$ cat config.mk
export PLATFORM = sky130hd
export DESIGN_NAME = clkdiv_tick_scheduler
export DESIGN_NICKNAME = d
export VERILOG_FILES = /design/src/rtl/clkdiv_tick_scheduler.sv
export SDC_FILE = /design/constraint.sdc
export NUM_CORES = 1
export LEC_CHECK = 0
export ABC_CLOCK_PERIOD_IN_PS = 3900
export CAP_MARGIN = 30
export CORE_AREA = 2 2 144 146
export CTS_CLUSTER_DIAMETER = 60
export CTS_CLUSTER_SIZE = 25
export DETAILED_ROUTE_END_ITERATION = 8
export DIE_AREA = 0 0 146 148
export GPL_ROUTABILITY_DRIVEN = 0
export PLACE_DENSITY_LB_ADDON = 0.15
export SLEW_MARGIN = 20
export SYNTH_ARGS = -nofsm -noshare
export SYNTH_HDL_FRONTEND = slang
export SYNTH_SLANG_ARGS = --single-unit
$ cat constraint.sdc
create_clock -name clk_100M -period 3.9 [get_ports clk_100M]
set_clock_uncertainty 0.1 [all_clocks]
set_input_delay 0.78 -clock clk_100M [delete_from_list [all_inputs] [get_ports clk_100M]]
set_output_delay 0.78 -clock clk_100M [all_outputs]
set_load 0.03 [all_outputs]
$ cat src/rtl/clkdiv_tick_scheduler.sv
// Shared prescaler on clk_100M feeding NUM_CH programmable tick dividers with a valid/ready config port.
// Square-wave outputs are built only when CLKDIV_SQ_OUT_EN is defined; otherwise sq_out is tied low.
module clkdiv_tick_scheduler #(
  parameter int NUM_CH   = 4,
  parameter int PRESCALE = 100,
  parameter int DIV_W    = 16,
  localparam int CH_W    = (NUM_CH > 1) ? $clog2(NUM_CH) : 1
) (
  input  logic              clk_100M,
  input  logic              clr_n,
  input  logic              cfg_valid,
  output logic              cfg_ready,
  input  logic [CH_W-1:0]   cfg_ch,
  input  logic [DIV_W-1:0]  cfg_div,
  input  logic              resync,
  output logic              base_tick,
  output logic [NUM_CH-1:0] tick,
  output logic [NUM_CH-1:0] sq_out
);

  localparam int PRE_W = $clog2(PRESCALE);
  localparam logic [PRE_W-1:0] PRE_LAST = PRE_W'(PRESCALE - 1);

  typedef enum logic {IDLE, PEND} state_t;

  state_t            state_q, state_d;
  logic [PRE_W-1:0]  pre_q;
  logic              wrap;
  logic              accept;
  logic              apply;
  logic [CH_W-1:0]   shadow_ch;
  logic [DIV_W-1:0]  shadow_div;

  // resync outranks a wrap landing on the same edge, so nothing downstream sees that wrap
  assign wrap = (pre_q == PRE_LAST) && !resync;

  always_ff @(posedge clk_100M or negedge clr_n) begin
    if (!clr_n) begin
      pre_q     <= '0;
      base_tick <= 1'b0;
    end else if (resync) begin
      pre_q     <= '0;
      base_tick <= 1'b0;
    end else begin
      pre_q     <= wrap ? '0 : pre_q + PRE_W'(1);
      base_tick <= wrap;
    end
  end

  always_ff @(posedge clk_100M or negedge clr_n) begin
    if (!clr_n) begin
      state_q <= IDLE;
    end else begin
      state_q <= state_d;
    end
  end

  always_comb begin
    state_d   = state_q;
    cfg_ready = 1'b0;
    accept    = 1'b0;
    apply     = 1'b0;
    case (state_q)
      IDLE: begin
        cfg_ready = 1'b1;
        if (cfg_valid) begin
          accept  = 1'b1;
          state_d = PEND;
        end
      end
      PEND: begin
        if (wrap) begin
          apply   = 1'b1;
          state_d = IDLE;
        end
      end
      default: state_d = IDLE;
    endcase
  end

  always_ff @(posedge clk_100M or negedge clr_n) begin
    if (!clr_n) begin
      shadow_ch  <= '0;
      shadow_div <= '0;
    end else if (accept) begin
      shadow_ch  <= cfg_ch;
      shadow_div <= cfg_div;
    end
  end

  for (genvar i = 0; i < NUM_CH; i++) begin : g_ch
    logic [DIV_W-1:0] div_q;
    logic [DIV_W-1:0] cnt_q;
    logic             tick_q;
    logic             sel;
    logic             hit;

    // an out-of-range shadow_ch never matches any channel, so such writes simply vanish
    assign sel = apply && (shadow_ch == CH_W'(i));
    assign hit = (div_q != '0) && (cnt_q == div_q - DIV_W'(1));

    always_ff @(posedge clk_100M or negedge clr_n) begin
      if (!clr_n) begin
        div_q  <= '0;
        cnt_q  <= '0;
        tick_q <= 1'b0;
      end else begin
        tick_q <= 1'b0;
        if (resync) begin
          cnt_q <= '0;
        end else if (sel) begin
          div_q <= shadow_div;
          cnt_q <= '0;
        end else if (wrap && (div_q != '0)) begin
          if (hit) begin
            cnt_q  <= '0;
            tick_q <= 1'b1;
          end else begin
            cnt_q <= cnt_q + DIV_W'(1);
          end
        end
      end
    end

    assign tick[i] = tick_q;

`ifdef CLKDIV_SQ_OUT_EN
    logic sq_q;

    always_ff @(posedge clk_100M or negedge clr_n) begin
      if (!clr_n) begin
        sq_q <= 1'b0;
      end else if (resync || sel || (div_q == '0)) begin
        sq_q <= 1'b0;
      end else if (wrap && hit) begin
        sq_q <= ~sq_q;
      end
    end

    assign sq_out[i] = sq_q;
`else
    assign sq_out[i] = 1'b0;
`endif
  end

endmodule
==> results summary <==
For this configuration, the core starts out at a cell density of 0.490. The setup slack of the critical path after layout came out at 341 ps. The worst slack on hold paths came out at 309 ps.

IR analysis of the VDD net gives a maximum drop of 0.000368 V. Setup total negative slack on the finished layout was measured at 0 ps. After technology mapping, the gate count stands at 1059. The number of warnings printed during yosys synthesis is 0.

The routed design has 23300 µm of wire. The sequential share of the synthesized area is 0.406. The arrival time at the worst endpoint is 3780 ps. From synthesis to final layout, the design area changed by 12.1%. The clock-pin slew on the worst setup and hold paths is 70 ps. The number of failing hold endpoints at the final stage is 0. Counting along the longest clock path gives a buffer depth of 2. By area the synthesized netlist is led by sky130_fd_sc_hd__dfrtp_1 41%, sky130_fd_sc_hd__mux2_2 7.1%, sky130_fd_sc_hd__nand2_1 4.9%. The number of flops mapped to enable cells by yosys came out at 0. The first global-routing pass estimated 39300 µm of wire. Detailed routing placed a total of 855 µm of wire on met3. The number of top-level design ports is 32.

The final period demand of the worst path came out at 3560 ps. The maximum number of pins on one net before global-route repair is 87. Max-cap violations in this run came to 0. The synthesized design spends more area on one cell type than any other, namely sky130_fd_sc_hd__dfrtp_1. The detailed-route vias per instance is 5.78. The area of all placed cells without fillers came out at 0.0110 mm². The TritonCTS clock tree is built. The amount of wire on met2 after detailed routing is 10600 µm. The average cell area after synthesis is 9.26 µm².

In this run, post-CTS hold repair placed 0 buffers. The die covers 0.0216 mm². The number of antenna cells inserted is 0. The die is 148 µm tall. The average routed wire per standard cell is 17.2 µm. The number of vias in the routed layout is 7838. The flip-flop and latch count after synthesis is 159. The type of origin of the critical path is a flop. Before CTS, the worst setup slack after placement is 329 ps. The total area of multi-input combinational cells is 0.00552 mm². The worst setup path category is flop to flop. The final HPWL from detailed placement is 16300 µm. The final design utilization is 0.549. The residual overflow from global routing is 0.

The number of DRC violations after detailed-routing iteration 0 came out at 522. In this run the top signal layer used is met4. The number of antenna violations at the first check in global routing came out at 0. The required time at the endpoint of the critical path is 4120 ps. The share of synthesized area in the top cell type comes to 0.406. The row count came out at 52. The share of the clock period used by the worst path after layout came out at 0.913. Timing would allow up to 281 MHz. The placement-stage cell area came out at 0.0104 mm².

The number of gates resized after cts came out at 0. The post-CTS setup buffer count came out at 0. The total number of nets in the final design came out at 1108. The insertion delay to the later sink of the worst-skew pair came out at 440 ps.

The slew at the pin closest to its max-slew limit is 829 ps. In this run the standard cell core region covers 0.0200 mm². The total clock sinks is 159. The detailed-route wire length on metal 1 came out at 11400 µm. The endpoint kind of the worst setup timing path is a flop. The cell sitting at the root of the clock tree is a sky130_fd_sc_hd__clkbuf_16. In this run the worst hold path is classified as primary input to async pin. The worst slew slack as a fraction of its limit is 0.447. The total count of max-transition violations in the final report was 0. The combined flip-flop and latch cell area came out at 0.00398 mm². The total leakage power came out at 4.93 nW. Of all nets on the critical path, the largest fanout is 22. The number of input and output port buffers inserted came out at 27. The first-pass iteration count of the detailed router is 5. The mapped netlist covers 0.00981 mm². The layout has 1849 filler cells. The aggregate global-route resource usage is 0.227. Counting flops with an async set or reset pin after synthesis yields a share of 1.00. The count of unique library cells instantiated by Yosys came out at 73. The H-tree generated during clock tree synthesis spans 4 levels. The power density relative to cell area is 329 mW/mm².

Setup repair after global routing left no endpoint under its margin. Of the cells placed in the final design, the portion with a size suffix greater than 1 is 0.135. The die span in x came out at 146 µm.

The count of endpoints failing setup in the final report came out at 0. The final routed DRC violation total came out at 0. The run finished with clean final reports. The via count of the first global-routing pass is 7506. The post-detailed-route count of antenna-violating nets is 0. The flip-flop cell with the highest count after synthesis is sky130_fd_sc_hd__dfrtp_1. The number of CTS-inserted buffers is 17.
-- worst paths after layout --
check | startpoint | end | slack, ps | cells after the start
min in group clk_100M | pre_q[0] | pre_q[0] | 390 | 1
max | g_ch[2].div_q[0] | g_ch[2].cnt_q[13] | 340 | 10
min reg2reg | pre_q[0] | pre_q[0] | 390 | 1
min | clr_n | base_tick | 310 | 1
max in group asynchronous | clr_n | g_ch[0].cnt_q[11] | 2540 | 2
max reg2reg | g_ch[2].div_q[0] | g_ch[2].cnt_q[13] | 340 | 10
-- synthesized netlist by cell type, types with 5 or more instances --
cell	n
sky130_fd_sc_hd__ha_1	13
sky130_fd_sc_hd__nor2b_1	21
sky130_fd_sc_hd__and2_1	7
sky130_fd_sc_hd__or2_2	12
sky130_fd_sc_hd__xor2_1	33
sky130_fd_sc_hd__nand2b_1	18
sky130_fd_sc_hd__mux2i_1	12
sky130_fd_sc_hd__inv_1	20
sky130_fd_sc_hd__nor4_1	23
sky130_fd_sc_hd__or3_1	19
sky130_fd_sc_hd__a21oi_1	21
sky130_fd_sc_hd__nand3_1	60
sky130_fd_sc_hd__and3_1	18
sky130_fd_sc_hd__or4_1	12
sky130_fd_sc_hd__clkbuf_1	42
sky130_fd_sc_hd__xnor2_1	45
sky130_fd_sc_hd__nor3_1	47
sky130_fd_sc_hd__a21o_1	10
sky130_fd_sc_hd__o211ai_1	7
sky130_fd_sc_hd__nand4_1	11
sky130_fd_sc_hd__buf_4	9
sky130_fd_sc_hd__o21ai_0	37
sky130_fd_sc_hd__nand2_1	128
sky130_fd_sc_hd__nor3b_1	9
sky130_fd_sc_hd__dfrtp_1	159
sky130_fd_sc_hd__nor2_1	78
sky130_fd_sc_hd__nor4b_1	6
sky130_fd_sc_hd__a221o_1	27
sky130_fd_sc_hd__nand3b_1	8
sky130_fd_sc_hd__a22o_1	5
sky130_fd_sc_hd__mux2_2	62
-- area by class of cell --
type,instances,share of cell area
Tap cell,270,0.0307
Inverter,20,0.00683
Clock buffer,18,0.0399
Sequential cell,159,0.362
Multi-Input combinational cell,825,0.502
Clock inverter,14,0.0166
Timing Repair Buffer,50,0.0419
-- cells in the final DEF, fill, tap and decap left out, types with 5 or more instances in the layout --
master                            count
sky130_fd_sc_hd__nor2_1              78
sky130_fd_sc_hd__buf_4               21
sky130_fd_sc_hd__nor3b_1              6
sky130_fd_sc_hd__a21o_1              10
sky130_fd_sc_hd__nand2b_1            18
sky130_fd_sc_hd__and2_1               7
sky130_fd_sc_hd__nor4b_1              6
sky130_fd_sc_hd__inv_1               20
sky130_fd_sc_hd__xnor2_1             45
sky130_fd_sc_hd__or4_1               12
sky130_fd_sc_hd__nor4_1              22
sky130_fd_sc_hd__o211ai_1             7
sky130_fd_sc_hd__and3_1              18
sky130_fd_sc_hd__or2_2               12
sky130_fd_sc_hd__nor2b_1             20
sky130_fd_sc_hd__a22o_1               5
sky130_fd_sc_hd__dfrtp_1            159
sky130_fd_sc_hd__clkinv_4             5
sky130_fd_sc_hd__mux2_2              62
sky130_fd_sc_hd__mux2i_1             12
sky130_fd_sc_hd__nand3b_1             8
sky130_fd_sc_hd__xor2_1              33
sky130_fd_sc_hd__nand2_1            128
sky130_fd_sc_hd__o21ai_0             37
sky130_fd_sc_hd__clkdlybuf4s50_1     26
sky130_fd_sc_hd__or3_1               19
sky130_fd_sc_hd__clkbuf_16           17
sky130_fd_sc_hd__nand3_1             60
sky130_fd_sc_hd__nand4_1             11
sky130_fd_sc_hd__a221o_1             27
sky130_fd_sc_hd__a21oi_1             21
sky130_fd_sc_hd__nor3_1              46
sky130_fd_sc_hd__ha_1                13
-- per-stage QoR --
step,power [mW],instances
final,3.61,1356
after floorplan,1.77,1062
after detailed placement,1.87,1324
after CTS,3.65,1356
after global routing,3.73,1356
after global placement,1.87,1323
-- cells by family after synthesis --
group	synth area share
AO/OA/AOI/OAI	0.117
XOR/XNOR	0.0696
adder cells (fa/ha/maj)	0.0166
buffers and inverters	0.0357
flip-flops	0.406
multiplexers	0.0834
other	0.000382
AND/OR/NAND/NOR	0.272
-- report_power, final --
part | switching [mW] | leakage, nW | internal, mW
Combinational | 0.0613 | 2.50 | 0.0464
Clock | 0.741 | 0.294 | 1.03
Sequential | 0.0566 | 2.13 | 1.67
-- per-layer routing --
metal / vias to the layer above / GRT usage
met5: - / 0
met4: 0 / 0.0704
met3: 34 / 0.0420
met2: 147 / 0.352
met1: 3790 / 0.323
li1: 3867 / -
-- flip-flops by register name, indices dropped and copies added, names as in the netlist --
register and cells:
base_tick 1, g_ch.cnt_q 64, g_ch.div_q 64, g_ch.tick_q 4, pre_q 7, shadow_ch 2, shadow_div 16, state_q 1
-- worst max-delay path, stage by stage (launching register included) --
cell and delay, ps:
sky130_fd_sc_hd__dfrtp_1 450, sky130_fd_sc_hd__inv_1 110, sky130_fd_sc_hd__ha_1 310, sky130_fd_sc_hd__xnor2_1 170, sky130_fd_sc_hd__a211o_1 280, sky130_fd_sc_hd__or4b_1 490, sky130_fd_sc_hd__or4_4 430, sky130_fd_sc_hd__nor4_4 360
sky130_fd_sc_hd__nor2_2 250, sky130_fd_sc_hd__and3_1 230, sky130_fd_sc_hd__a221o_1 250
Note: power is estimated with default switching activity, not from simulation.
